--- src/rtl/instr_sequencer_if.sv ---
// instr_sequencer_if: instruction-in / datapath-control bundle of the core sequencer
interface instr_sequencer_if #(
  parameter int INSTW = 16,
  parameter int RSELW = 3,
  parameter int ADDRW = 7
);
  logic [INSTW-1:0] instruction;
  logic             run;
  logic             hold;
  logic             readEn;
  logic             writeEn;
  logic [RSELW-1:0] regANum;
  logic [RSELW-1:0] regBNum;
  logic [RSELW-1:0] regCNum;
  logic [3:0]       aluFSL;
  logic             opLatch;
  logic             resLatch;
  logic             sregLatch;
  logic [1:0]       wbSel;
  logic [7:0]       immValue;
  logic             addrLatch;
  logic             addrSel;
  logic [ADDRW-1:0] lineField;
  logic             memRead;
  logic             memWrite;
  logic             memInLatch;
  logic             memInSel;
  logic             retire;
  logic             busy;
  modport master (
    input  instruction, run,
    output hold, readEn, writeEn, regANum, regBNum, regCNum, aluFSL, opLatch, resLatch,
           sregLatch, wbSel, immValue, addrLatch, addrSel, lineField, memRead, memWrite,
           memInLatch, memInSel, retire, busy
  );
  modport slave (
    output instruction, run,
    input  hold, readEn, writeEn, regANum, regBNum, regCNum, aluFSL, opLatch, resLatch,
           sregLatch, wbSel, immValue, addrLatch, addrSel, lineField, memRead, memWrite,
           memInLatch, memInSel, retire, busy
  );
endinterface

--- src/rtl/instr_sequencer.sv ---
// instr_sequencer: multi-cycle control FSM stepping a fixed micro-sequence per instruction class
module instr_sequencer #(
  parameter int INSTW = 16,
  parameter int RSELW = 3,
  parameter int ADDRW = 7
) (
  input logic clk,
  input logic resetN,
  instr_sequencer_if.master bus
);
  typedef enum logic [3:0] {
    FETCH, DEC, RD, OPL, EX, WB, FLG, MADDR, MRD, MCAP, MDAT, MADDR2, MWR, END
  } state_t;
  state_t state, nxt;
  logic [INSTW-1:0] ir, irN;
  logic isAlu, isLdi, isLdd, isLdn, isSt, isMov;
  logic nAlu, nLdi, nLdd, nLdn, nSt, nMov;
  logic [RSELW-1:0] aN, bN, cN;
  logic [1:0] wbN;
  logic [ADDRW-1:0] lineN;
  always_comb begin
    irN = (state == FETCH && bus.run) ? bus.instruction : ir;
    isAlu = ir[15:14] == 2'b00;
    isLdi = ir[15:12] == 4'b0100;
    isLdd = ir[15:12] == 4'b0101;
    isLdn = ir[15:12] == 4'b0110;
    isSt  = ir[15:12] == 4'b0111;
    isMov = ir[15:14] == 2'b11;
    nAlu = irN[15:14] == 2'b00;
    nLdi = irN[15:12] == 4'b0100;
    nLdd = irN[15:12] == 4'b0101;
    nLdn = irN[15:12] == 4'b0110;
    nSt  = irN[15:12] == 4'b0111;
    nMov = irN[15:14] == 2'b11;
    case (state)
      FETCH:         nxt = bus.run ? DEC : FETCH;
      DEC:           nxt = (isAlu || isLdd || isLdn || isSt) ? RD : isLdi ? WB : isMov ? MADDR : END;
      RD:            nxt = isLdn ? MADDR : isSt ? MDAT : OPL;
      OPL:           nxt = isAlu ? EX : WB;
      EX:            nxt = WB;
      WB:            nxt = isAlu ? FLG : END;
      FLG:           nxt = END;
      MADDR:         nxt = MRD;
      MRD:           nxt = MCAP;
      MCAP:          nxt = isMov ? MADDR2 : WB;
      MADDR2, MDAT:  nxt = MWR;
      MWR:           nxt = END;
      default:       nxt = FETCH;
    endcase
    aN = nAlu ? irN[9:7] : nLdd ? irN[6:4] : nSt ? irN[2:0] : '0;
    bN = nAlu ? irN[6:4] : nLdn ? irN[9:7] : '0;
    cN = nAlu ? irN[3:1] : nLdi ? irN[2:0] : nLdd ? irN[9:7] : nLdn ? irN[6:4] : '0;
    wbN = nLdi ? 2'd1 : nLdd ? 2'd2 : nLdn ? 2'd3 : 2'd0;
    // lineField is loaded at DEC and only rewritten to the MOV destination entering MADDR2
    lineN = (nxt == MADDR2) ? ir[6:0] :
            (nxt == DEC) ? (nSt ? irN[9:3] : nMov ? irN[13:7] : '0) : bus.lineField;
  end
  always_ff @(posedge clk or negedge resetN) begin
    if (!resetN) begin
      state <= FETCH;
      ir <= '0;
      bus.hold <= 1'b1;
      bus.readEn <= 1'b0;
      bus.writeEn <= 1'b0;
      bus.regANum <= '0;
      bus.regBNum <= '0;
      bus.regCNum <= '0;
      bus.aluFSL <= '0;
      bus.opLatch <= 1'b0;
      bus.resLatch <= 1'b0;
      bus.sregLatch <= 1'b0;
      bus.wbSel <= '0;
      bus.immValue <= '0;
      bus.addrLatch <= 1'b0;
      bus.addrSel <= 1'b0;
      bus.lineField <= '0;
      bus.memRead <= 1'b0;
      bus.memWrite <= 1'b0;
      bus.memInLatch <= 1'b0;
      bus.memInSel <= 1'b0;
      bus.retire <= 1'b0;
      bus.busy <= 1'b0;
    end else begin
      state <= nxt;
      ir <= irN;
      bus.hold <= nxt != END;
      bus.readEn <= nxt == RD;
      bus.writeEn <= nxt == WB;
      bus.regANum <= aN;
      bus.regBNum <= bN;
      bus.regCNum <= cN;
      bus.aluFSL <= irN[13:10];
      bus.opLatch <= nxt == OPL;
      bus.resLatch <= nxt == EX;
      bus.sregLatch <= nxt == FLG;
      bus.wbSel <= wbN;
      bus.immValue <= irN[10:3];
      bus.addrLatch <= nxt == MADDR || nxt == MADDR2;
      bus.addrSel <= nLdn;
      bus.lineField <= lineN;
      bus.memRead <= nxt == MRD;
      bus.memWrite <= nxt == MWR;
      bus.memInLatch <= nxt == MCAP || nxt == MDAT;
      bus.memInSel <= nMov;
      bus.retire <= nxt == END;
      bus.busy <= nxt != FETCH;
    end
  end
endmodule

--- src/flat_wrapper.sv ---
// flat-port wrapper written by rule: the top's interface ports become plain ports
module instr_sequencer_flat 
#(
  parameter int INSTW = 16,
  parameter int RSELW = 3,
  parameter int ADDRW = 7
)
  (clk, resetN, bus_instruction, bus_run, bus_hold, bus_readEn, bus_writeEn, bus_regANum, bus_regBNum, bus_regCNum, bus_aluFSL, bus_opLatch, bus_resLatch, bus_sregLatch, bus_wbSel, bus_immValue, bus_addrLatch, bus_addrSel, bus_lineField, bus_memRead, bus_memWrite, bus_memInLatch, bus_memInSel, bus_retire, bus_busy);
  instr_sequencer_if #(.INSTW(INSTW), .RSELW(RSELW), .ADDRW(ADDRW)) bus_i ();
  input logic clk;
  input logic resetN;
  input wire logic [$bits(bus_i.instruction)-1:0] bus_instruction;
  input wire logic [$bits(bus_i.run)-1:0] bus_run;
  output wire logic [$bits(bus_i.hold)-1:0] bus_hold;
  output wire logic [$bits(bus_i.readEn)-1:0] bus_readEn;
  output wire logic [$bits(bus_i.writeEn)-1:0] bus_writeEn;
  output wire logic [$bits(bus_i.regANum)-1:0] bus_regANum;
  output wire logic [$bits(bus_i.regBNum)-1:0] bus_regBNum;
  output wire logic [$bits(bus_i.regCNum)-1:0] bus_regCNum;
  output wire logic [$bits(bus_i.aluFSL)-1:0] bus_aluFSL;
  output wire logic [$bits(bus_i.opLatch)-1:0] bus_opLatch;
  output wire logic [$bits(bus_i.resLatch)-1:0] bus_resLatch;
  output wire logic [$bits(bus_i.sregLatch)-1:0] bus_sregLatch;
  output wire logic [$bits(bus_i.wbSel)-1:0] bus_wbSel;
  output wire logic [$bits(bus_i.immValue)-1:0] bus_immValue;
  output wire logic [$bits(bus_i.addrLatch)-1:0] bus_addrLatch;
  output wire logic [$bits(bus_i.addrSel)-1:0] bus_addrSel;
  output wire logic [$bits(bus_i.lineField)-1:0] bus_lineField;
  output wire logic [$bits(bus_i.memRead)-1:0] bus_memRead;
  output wire logic [$bits(bus_i.memWrite)-1:0] bus_memWrite;
  output wire logic [$bits(bus_i.memInLatch)-1:0] bus_memInLatch;
  output wire logic [$bits(bus_i.memInSel)-1:0] bus_memInSel;
  output wire logic [$bits(bus_i.retire)-1:0] bus_retire;
  output wire logic [$bits(bus_i.busy)-1:0] bus_busy;
  assign bus_i.instruction = bus_instruction;
  assign bus_i.run = bus_run;
  assign bus_hold = bus_i.hold;
  assign bus_readEn = bus_i.readEn;
  assign bus_writeEn = bus_i.writeEn;
  assign bus_regANum = bus_i.regANum;
  assign bus_regBNum = bus_i.regBNum;
  assign bus_regCNum = bus_i.regCNum;
  assign bus_aluFSL = bus_i.aluFSL;
  assign bus_opLatch = bus_i.opLatch;
  assign bus_resLatch = bus_i.resLatch;
  assign bus_sregLatch = bus_i.sregLatch;
  assign bus_wbSel = bus_i.wbSel;
  assign bus_immValue = bus_i.immValue;
  assign bus_addrLatch = bus_i.addrLatch;
  assign bus_addrSel = bus_i.addrSel;
  assign bus_lineField = bus_i.lineField;
  assign bus_memRead = bus_i.memRead;
  assign bus_memWrite = bus_i.memWrite;
  assign bus_memInLatch = bus_i.memInLatch;
  assign bus_memInSel = bus_i.memInSel;
  assign bus_retire = bus_i.retire;
  assign bus_busy = bus_i.busy;
  instr_sequencer #(.INSTW(INSTW), .RSELW(RSELW), .ADDRW(ADDRW)) u_core (.clk(clk), .resetN(resetN), .bus(bus_i));
endmodule
--- config.mk ---
export PLATFORM = sky130hd
export DESIGN_NAME = instr_sequencer_flat
export DESIGN_NICKNAME = d
export VERILOG_FILES = /design/src/rtl/instr_sequencer_if.sv /design/src/rtl/instr_sequencer.sv /design/src/flat_wrapper.sv
export SDC_FILE = /design/constraint.sdc
export NUM_CORES = 1
export LEC_CHECK = 0
export CORE_ASPECT_RATIO = 0.5
export CORE_MARGIN = 5
export CORE_UTILIZATION = 54
export CTS_CLUSTER_SIZE = 12
export DETAILED_ROUTE_END_ITERATION = 7
export GPL_TIMING_DRIVEN = 0
export PLACE_DENSITY = 0.85
export RECOVER_POWER = 25
export SKIP_CTS_REPAIR_TIMING = 1
export SLEW_MARGIN = 20
export SYNTH_ARGS = -nofsm -noshare
export SYNTH_HDL_FRONTEND = slang
export SYNTH_SLANG_ARGS = --single-unit
export TNS_END_PERCENT = 10
--- constraint.sdc ---
create_clock -name clk -period 5.4 [get_ports clk]
set_input_delay 0.54 -clock clk [delete_from_list [all_inputs] [get_ports clk]]
set_output_delay 0.54 -clock clk [all_outputs]
set_load 0.005 [all_outputs]
## Yosys cells after proc, flatten, opt, wreduce, memory -nomap -nowiden

Cells that the tools add are included.

- Equal/unequal tests: 36
- Muxes and demuxes: 27
- Reductions and logical operators: 13

Operators with widths:

| cell | count |
|---|---|
| $eq 4x3->1 const B | 16 |
| $eq 4x4->1 const B | 11 |
| $pmux 4 s11 | 1 |
| $mux 4 | 7 |
| $mux 7 | 4 |
| $mux 3 | 9 |
| $eq 4x2->1 const B | 4 |
| $mux 16 | 1 |
| $eq 4x1->1 const B | 2 |
| $mux 2 | 3 |
| $logic_or 1x1->1 | 5 |
| $eq 2x2->1 const B | 2 |
| $logic_not 2->1 | 2 |
| $logic_not 4->1 | 1 |
| $ne 4x4->1 const B | 1 |
| $reduce_bool 4->1 | 1 |
| $reduce_or 2->1 | 2 |
| $mux 1 | 2 |
| $reduce_bool 2->1 | 1 |
| $logic_and 1x1->1 | 1 |

- Register bits after elaboration: 64
- Output and inout bits: 44

## Longest topological paths before layout

Gate-level depths: netlist of the first run.

- Word-level depth: 9
- Depth in mapped cells: 7

## Least setup slack after synthesis of the first run

No wires, ideal clock.

- Path type: reg2reg
- Start point: reg u_core.bus.aluFSL[2] (netlist name)
- End point: reg u_core.bus.busy
- Setup time: 0.131 ns
- Arrival: 1.671 ns
- Data required time: 5.269 ns
- Slack: 3.598 ns
- Cell stages (with the launch flop): 7
- Path buffers: 1
- Clock period less this slack: 1.802 ns
- Cell sequence: dfrtp_1 buf_6 or4b_1 nand4b_1 o211a_1 inv_1 or3_1

RTL lines:

| item | line | source |
|---|---|---|
| to (signal assigned) | instr_sequencer.sv:82 | `bus.busy <= 1'b0;` |
| to (signal assigned) | instr_sequencer.sv:106 | `bus.busy <= nxt != FETCH;` |
| to (decl) | instr_sequencer_if.sv:34 | `memInLatch, memInSel, retire, busy` |

==> results.toml, run 1 <==
[worst_setup_path]
crit_top_cell = "clkbuf_1"
critPathRequiredTime_ns = 5.69
cp_max_fo = 21
slowest_delay_ns = 0.88
slowest_stage = "clkbuf_1"
path_buf_inv = 3
cp-end-kind = "async pin"
crit_chain = "clkbuf_1 > clkbuf_1 > clkbuf_1"
path_class = "input pin to async pin"
critPathLaunch = "resetN"
worstSetupStartpointType = "input pin"
regToRegStartpoint = "u_core.state[0]"
worstPathArrival_ns = 2.83
crit_family = "buffers and inverters"

[sta]
timing.final.hold_violations = 0
slew_viol_final = 0
hold_ws_ns = 0.268
setup_violations = 0
fin_skew_ns = 0.00408
min_period_ns = 2.53
setup_tns_ns = 0
slew_headroom_pct = 26.2
rsz0062_at_grt = "false"
finalCritPeriodShare_pct = 46.9
worst_pin_slew_ns = 1.11
fmax_ghz = 0.395

[global_route]
globalRouteTotalUtil_pct = 23.0
grt_overflow = 0
grt_max_degree = 22
grt_pass1_vias = 2428
antenna_found_initial = 0
grt_pass1_wl_um = 11600

[power_and_ir_drop]
seqPwrFrac_pct = 31.9
power_leakage_uw = 0.00162
peakVddDrop_v = 0.000425
swShare_pct = 38.0
power_frac_clock_pct = 13.8
powerDensity_mw_per_mm2 = 584
power.switching_uw = 781
intPower_uw = 1280
pwr-share-comb_pct = 54.3

[run_status]
outcome = "complete, no violations"

[clock_network]
numCtsBuffers = 5
cts_tree = "done"
clk_latency_ns = 0.31
cts_sinks = 52
htreeDepth = 2
clockRootBuffer = "clkbuf_8"
cts.path.max_buffers = 2
clkTransAtPathRegs_ns = 0.09

[synth]
syn_area_mm2 = 0.00269
synth.net_count = 289
ys_seq_area_share_pct = 48.4
ys_ff_latch = 52
yosysWarnings = 0
synthCells = 270
avgSynthCellArea_um2 = 9.98
synth_flop_cell = "dfrtp_1"
synth.distinct_cells = 52
async_flop_share_pct = 100
synth_edf_count = 0

[floorplan]
initial_core_util_pct = 55.1
die_x_um = 110
die-area_mm2 = 0.00659
die_h_um = 59.9
rows = 18
fp.coreArea_mm2 = 0.00489
io_pins = 63

[layout]
synthToLayoutAreaGrowth_pct = 30.8
antenna_cells = 0
finalNonFillerCells = 412
utilization_pct = 72.1
fill_cells = 353
fin_nets = 360
final_layout_size_suffix_gt1_share_pct = 12.9
fin_area_mm2 = 0.00352

[placement]
hpwl_um = 5180
dpl-instance-area_mm2 = 0.00345
dp_cells = 404
io_buffers = 62
place_congestion = 0.856

[run]
cap_violations = 0

[detailed_routing]
routed_wl_um = 7190
drt-initial-drc-count = 132
wire_per_inst_um = 17.4
vias = 2373
drc_errors = 0
drt_pass1_iterations = 6
ant_nets = 0
via_per_inst = 5.76

[worst_hold_path]
worstHoldPathType = "input pin to async pin"
-- area by class of cell --
cell class | count | area [µm²] | share of cell area (%)
clock inverters | 2 | 38.8 | 1.10
flip-flops and latches | 52 | 1300 | 37.0
multi-input cells | 173 | 1140 | 32.2
clock buffers | 6 | 82.6 | 2.34
repair buffers | 64 | 622 | 17.6
inverters | 17 | 63.8 | 1.81
well taps | 70 | 87.6 | 2.48
plain buffers | 28 | 191 | 5.43
-- power by group through the flow --
stage          Clock (µW)  Combinational, µW  Sequential [µW]
4_1_cts               285               1120              652
3_5_place_dp            0               1110              659
5_1_grt               302               1220              672
2_1_floorplan           0                669              642
6_report              283               1120              656
3_3_place_gp            0               1060              653
-- cells in the final DEF (no fill, tap or decap), drive strengths merged, types with 2 or more instances in the layout --
cell            n
o31ai           3
o22ai          11
inv            17
or2b            2
o221a           3
nor2           10
mux2i          21
nand3          15
nand2b          2
nor2b           6
a31oi           5
o221ai          2
o2bb2ai         3
nand2          28
and4b           3
or2             2
clkdlybuf4s50  61
buf            23
clkbuf         14
a21oi          13
nor3b           4
nor3            7
o21ai          10
dfrtp          51
o211a           2
or3             2
nor4b           2
-- layer usage --
metal	global-route usage (%)	part of all wire (%)	up-vias	wire (µm)
met5	0	0	-	0
met4	11.2	1.9	0	138
met3	5.61	9.0	22	649
met2	39.1	49	131	3500
met1	27.9	40	1132	2900
li1	-	-	1088	-
-- path summary, 6_finish.rpt --
kind / endpoint / slack, ns / depth (start not counted)
worst min-delay path: u_core.bus.memWrite / 0.27 / 1
max in group clk: u_core.bus.regBNum[1] / 2.99 / 5
min in group clk: u_core.bus.aluFSL[1] / 0.50 / 2
worst max register to register: u_core.bus.regBNum[1] / 2.99 / 5
worst min register to register: u_core.bus.aluFSL[1] / 0.50 / 2
worst max-delay path: u_core.bus.aluFSL[2] / 2.87 / 3
-- sequential cells by signal, indices dropped and copies added, names as in the netlist, 2 cells and up --
| signal | count |
|---|---|
| u_core.bus.regCNum | 3 |
| u_core.ir | 6 |
| u_core.bus.immValue | 7 |
| u_core.bus.wbSel | 2 |
| u_core.bus.aluFSL | 3 |
| u_core.bus.lineField | 7 |
| u_core.bus.regANum | 3 |
| u_core.state | 4 |
| u_core.bus.regBNum | 3 |
-- through the flow --
stage	power [µW]	setup slack, ns
final	2060	2.87
after global routing	2190	2.33
after CTS	2060	3.08
after detailed placement	1770	2.85
after global placement	1710	2.33
after floorplan	1310	3.60
-- synthesized netlist by cell type, types with 2 or more instances --
cell / n / area (µm²)
o211a_1: 2 / 20.0
o221ai_1: 2 / 17.5
buf_4: 13 / 97.6
o22ai_1: 11 / 68.8
nand2_1: 28 / 105
a31oi_1: 5 / 31.3
buf_6: 4 / 45.0
and4b_1: 3 / 30.0
nand2b_1: 2 / 12.5
or2b_1: 2 / 15.0
nor3b_1: 4 / 30.0
clkbuf_1: 5 / 18.8
inv_1: 16 / 60.1
mux2i_1: 20 / 200
dfrtp_1: 51 / 1280
o221a_2: 3 / 33.8
nand3_1: 15 / 75.1
o2bb2ai_1: 3 / 26.3
nor2b_1: 6 / 37.5
buf_2: 6 / 30.0
nor3_1: 7 / 35.0
a21oi_1: 12 / 60.1
nor4b_1: 2 / 17.5
or3_1: 2 / 12.5
o21ai_0: 9 / 45.0
o31ai_1: 3 / 22.5
nor2_1: 9 / 33.8
-- logic make-up after synthesis --
| logic type | Yosys count | share of synthesized area (%) |
|---|---|---|
| AOI/OAI and AO/OA | 58 | 15.0 |
| xor gates and xnor gates | 1 | 0.325 |
| buffers and inverters | 45 | 9.47 |
| DFF | 52 | 48.4 |
| muxes | 22 | 8.36 |
| and+or+nand+nor | 92 | 18.4 |
No activity file was read; power rests on OpenSTA's default activity.
==> run 2: changes to the inputs <==
--- a/config.mk
+++ b/config.mk
@@ -7,11 +7,11 @@
 export LEC_CHECK = 0
 export CORE_ASPECT_RATIO = 0.5
 export CORE_MARGIN = 5
-export CORE_UTILIZATION = 54
+export CORE_UTILIZATION = 50
 export CTS_CLUSTER_SIZE = 12
 export DETAILED_ROUTE_END_ITERATION = 7
 export GPL_TIMING_DRIVEN = 0
-export PLACE_DENSITY = 0.85
+export PLACE_DENSITY = 0.8
 export RECOVER_POWER = 25
 export SKIP_CTS_REPAIR_TIMING = 1
 export SLEW_MARGIN = 20
==> constraint.sdc (replaced) <==
create_clock -name clk -period 2.5 [get_ports clk]
set_input_delay 0.25 -clock clk [delete_from_list [all_inputs] [get_ports clk]]
set_output_delay 0.25 -clock clk [all_outputs]
set_load 0.005 [all_outputs]
==> run 2 against run 1 <==
Against the previous run: routed wire length is 4.1% lower; sequential cell count did not move; largest power group unchanged; sequential share of layout area increased by 0.41 points; largest cell class unchanged; critical path type is now flop to flop; via count down 1.8%; sequential power increased by 110%; clock-buffer cell count unchanged.
==> results.toml, run 2 (synthesized netlist as in run 1, its figures left out) <==
[run_status]
outcome = "complete, no violations"

[clock_network]
clkTransAtPathRegs_ns = 0.09
cts_tree = "done"
cts.path.max_buffers = 2
numCtsBuffers = 5
clockRootBuffer = "clkbuf_8"
cts_sinks = 52
htreeDepth = 2
clk_latency_ns = 0.31

[floorplan]
die-area_mm2 = 0.00704
io_pins = 63
die_h_um = 61.9
rows = 18
initial_core_util_pct = 53.2
die_x_um = 114
fp.coreArea_mm2 = 0.00507

[sta]
slew_viol_final = 0
worst_pin_slew_ns = 1.25
layout_setup_ws_ns = 0.127
rsz0062_at_grt = "false"
hold_ws_ns = 0.197
fin_skew_ns = 0.00392
slew_headroom_pct = 16.6
timing.final.hold_violations = 0
fmax_ghz = 0.421
setup_violations = 0
finalCritPeriodShare_pct = 94.9
min_period_ns = 2.37

[layout]
antenna_cells = 0
reg_top3 = "u_core.bus.immValue: 7 flops, u_core.bus.lineField: 7 flops, u_core.ir: 6 flops"
fin_nets = 358
layout_common_cells = "61 x clkdlybuf4s50_1, 51 x dfrtp_1, 28 x nand2_1"
layout_commonest_cell = "clkdlybuf4s50_1"
final_layout_size_suffix_gt1_share_pct = 12.9
fin_area_mm2 = 0.00349
utilization_pct = 68.8
synthToLayoutAreaGrowth_pct = 29.4

[worst_setup_path]
worstPathArrival_ns = 2.54
cp_max_fo = 10
cp-end-kind = "flop"
worstSetupStartpointType = "flop"
crit_chain = "nor2_1 > nand3_1 > buf_2 > a31oi_1 > o22ai_1"
critPathRequiredTime_ns = 2.67
path_class = "flop to flop"
slowest_delay_ns = 0.51
slowest_stage = "a31oi_1"

[detailed_routing]
ant_nets = 0
drt-initial-drc-count = 111
via_per_inst = 5.69
drt_pass1_iterations = 4
routed_wl_um = 6890
vias = 2331
wire_per_inst_um = 16.8
drc_errors = 0

[placement]
dpl-instance-area_mm2 = 0.00340
io_buffers = 62
place_congestion = 0.844
hpwl_um = 5040
dp_slack_ns = 0.232

[global_route]
antenna_found_initial = 0
grt_pass1_vias = 2256
globalRouteTotalUtil_pct = 20.3
grt_overflow = 0
grt_pass1_wl_um = 11000
grt_max_degree = 53

[run]
cap_violations = 0

[worst_hold_path]
worstHoldPathType = "input pin to async pin"

[power_and_ir_drop]
intPower_uw = 2630
seqPwrFrac_pct = 32.9
peakVddDrop_v = 0.000723
pwr-share-comb_pct = 55.8
power.switching_uw = 1650
power_leakage_uw = 0.00160
design_power_total_uw = 4280
swShare_pct = 38.6
powerDensity_mw_per_mm2 = 1230
power_frac_clock_pct = 11.3
## run 2: metal layers
| metal | GRT usage [%] | wire, µm |
|---|---|---|
| met1 | 25.7 | 2910 |
| met3 | 5.61 | 557 |
| met2 | 34.9 | 3330 |
| met5 | 0 | 0 |
| met4 | 6.77 | 100 |
## run 2: power groups by stage
stage / clock [µW] / combinational, µW / sequential (µW)
floorplan: 0 / 1440 / 1390
global placement: 0 / 2300 / 1410
detailed placement: 0 / 2370 / 1420
CTS: 494 / 2380 / 1410
global route: 527 / 2600 / 1450
finish: 483 / 2390 / 1410
## run 2: worst max-delay path: cells and delay by family, from the launching register on
kind,cells,cell delay (ns)
buf+inv,1,0.35
simple gates,2,0.70
flops,1,0.48
compound gates,2,0.69
## run 2: area by class of cell
| cell class | instances | area (µm²) |
|---|---|---|
| Inverter | 17 | 63.8 |
| Sequential cell | 52 | 1300 |
| Buffer | 28 | 191 |
| Multi-Input combinational cell | 173 | 1140 |
| Tap cell | 70 | 87.6 |
| Clock buffer | 6 | 72.6 |
| Fill cell | 406 | 1580 |
| Clock inverter | 2 | 16.3 |
| Timing Repair Buffer | 62 | 616 |
## run 2: path summary, 6_finish.rpt
path / slack (ns) / end / from / cells past startpoint
hold reg to reg: 0.49 / u_core.bus.aluFSL[1] / u_core.bus.aluFSL[1] / 2
setup reg to reg: 0.13 / u_core.bus.regBNum[2] / u_core.state[1] / 5
hold / removal: 0.20 / u_core.bus.memRead / resetN / 1
max in group asynchronous: 1.55 / u_core.bus.immValue[0] / resetN / 1
min in group clk: 0.49 / u_core.bus.aluFSL[1] / u_core.bus.aluFSL[1] / 2
setup / recovery: 0.13 / u_core.bus.regBNum[2] / u_core.state[1] / 5
## run 2: stage by stage
step                cells  setup TNS, ns
global placement      402         -15.22
finish                410              0
global route          410              0
detailed placement    402              0
floorplan             270              0
CTS                   410              0
==> run 3: changes to the inputs <==
--- a/config.mk
+++ b/config.mk
@@ -11,7 +11,7 @@
 export CTS_CLUSTER_SIZE = 12
 export DETAILED_ROUTE_END_ITERATION = 7
 export GPL_TIMING_DRIVEN = 0
-export PLACE_DENSITY = 0.8
+export PLACE_DENSITY = 0.89
 export RECOVER_POWER = 25
 export SKIP_CTS_REPAIR_TIMING = 1
 export SLEW_MARGIN = 20
==> run 3 against run 2 <==
Against the previous run: clock power is 26% higher; via count is 2.1% higher; sequential share of layout area is 0.48 points lower; routed wire length is 1.5% higher; clock-buffer cell count stayed put; utilization is 0.89 points higher; global-route usage hardly changed; non-clock buffer count is 2 higher; clock skew is 0.0062 ns higher.
==> results.toml, run 3 (synthesized netlist as in run 1, its figures left out) <==
[layout]
layout_common_cells = "61 x clkdlybuf4s50_1, 51 x dfrtp_1, 28 x nand2_1"
seq_area_mm2 = 0.00130
antenna_cells = 0
fill_cells = 368
layout_commonest_cell = "clkdlybuf4s50_1"
multi_input_area_mm2 = 0.00114
utilization_pct = 69.7
final_layout_size_suffix_gt1_share_pct = 12.9
reg_top3 = "u_core.bus.immValue: 7 flops, u_core.bus.lineField: 7 flops, u_core.ir: 6 flops"
synthToLayoutAreaGrowth_pct = 31.1
fin_nets = 360

[worst_setup_path]
critPathRequiredTime_ns = 2.66
critPathLaunch = "u_core.state[0]"
worstPathArrival_ns = 2.46
crit_family = "simple AND/OR/NAND/NOR gates"
cp_max_fo = 10
worstSetupStartpointType = "flop"
regToRegStartpoint = "u_core.state[0]"
crit_chain = "nor2_1 > nand3_1 > buf_2 > a31oi_1 > o22ai_1"
cp-end-kind = "flop"
slowest_stage = "a31oi_1"
r2r_slack_ns = 0.20
path_buf_inv = 1
path_class = "flop to flop"
slowest_delay_ns = 0.49

[power_and_ir_drop]
peakVddDrop_v = 0.000714
powerDensity_mw_per_mm2 = 1250
design_power_total_uw = 4400
power_leakage_uw = 0.00162

[sta]
slew_viol_final = 0
setup_tns_ns = 0
setup_violations = 0
slew_headroom_pct = 30.9
fin_skew_ns = 0.0101
rsz0062_at_grt = "false"
finalCritPeriodShare_pct = 92.1
min_period_ns = 2.30
worst_pin_slew_ns = 1.04
timing.final.hold_violations = 0
fmax_ghz = 0.434

[placement]
io_buffers = 62
hpwl_um = 5210
place_congestion = 0.981

[detailed_routing]
wire_per_inst_um = 17.0
drt_pass1_iterations = 5
vias = 2379
drt-initial-drc-count = 127
routed_wl_um = 6990
drc_errors = 0
via_per_inst = 5.77
ant_nets = 0

[clock_network]
cts_sinks = 52
numCtsBuffers = 5
cts.path.max_buffers = 2
clkTransAtPathRegs_ns = 0.10
cts_tree = "done"
clockRootBuffer = "clkbuf_8"
htreeDepth = 2
clk_latency_ns = 0.30

[worst_hold_path]
worstHoldPathType = "flop to flop"
min_from = "u_core.bus.aluFSL[1]"

[global_route]
antenna_found_initial = 0
grt_pass1_vias = 2342
grt_max_degree = 35
globalRouteTotalUtil_pct = 20.3
grt_overflow = 0
grt_pass1_wl_um = 11100

[floorplan]
io_pins = 63
fp.coreArea_mm2 = 0.00507
die-area_mm2 = 0.00704
die_h_um = 61.9
rows = 18
initial_core_util_pct = 53.2
die_x_um = 114

[run]
cap_violations = 0

[run_status]
outcome = "complete, no violations"
[run 3: per-layer routing]
| metal | up-vias | global-route usage [%] | routed length (µm) |
|---|---|---|---|
| li1 | 1095 | - | - |
| met1 | 1152 | 25.1 | 2820 |
| met2 | 113 | 36.7 | 3500 |
| met3 | 19 | 3.97 | 523 |
| met4 | 0 | 7.61 | 153 |
| met5 | - | 0 | 0 |
[run 3: layout make-up]
cell class	count	share of cell area (%)
Timing Repair Buffer	64	17.8
Clock buffer	6	2.34
Sequential cell	52	36.9
Buffer	28	5.39
Inverter	17	1.81
Multi-Input combinational cell	173	32.2
Tap cell	70	2.48
Clock inverter	2	1.10
[run 3: metrics by stage]
stage	setup slack (ns)	instance area [µm²]	hold slack, ns	instances
4_1_cts	0.261	3540	-0.102	411
3_5_place_dp	0.245	3420	0.230	403
2_1_floorplan	0.698	2690	-0.0456	270
6_report	0.198	3530	0.499	412
3_3_place_gp	-0.268	3400	0.463	402
5_1_grt	0.0633	3530	0.524	412
[run 3: final timing paths]
check | endpoint | cells after the start
worst max-delay path | u_core.bus.regBNum[0] | 5
worst min-delay path | u_core.bus.aluFSL[1] | 2
worst max register to register | u_core.bus.regBNum[0] | 5
worst min register to register | u_core.bus.aluFSL[1] | 2
max in group asynchronous | u_core.bus.lineField[5] | 3
min in group asynchronous | u_core.bus.busy | 2
[run 3: where the power goes]
part / switching [µW] / internal, µW
sequential: 239 / 1180
combinational: 1130 / 1240
clock: 280 / 328
total: 1650 / 2750
[run 3: worst min-delay path: stages, from the launching register on]
cell and delay, ns:
dfrtp_1 0.36, nand2_1 0.05, nand2_1 0.06
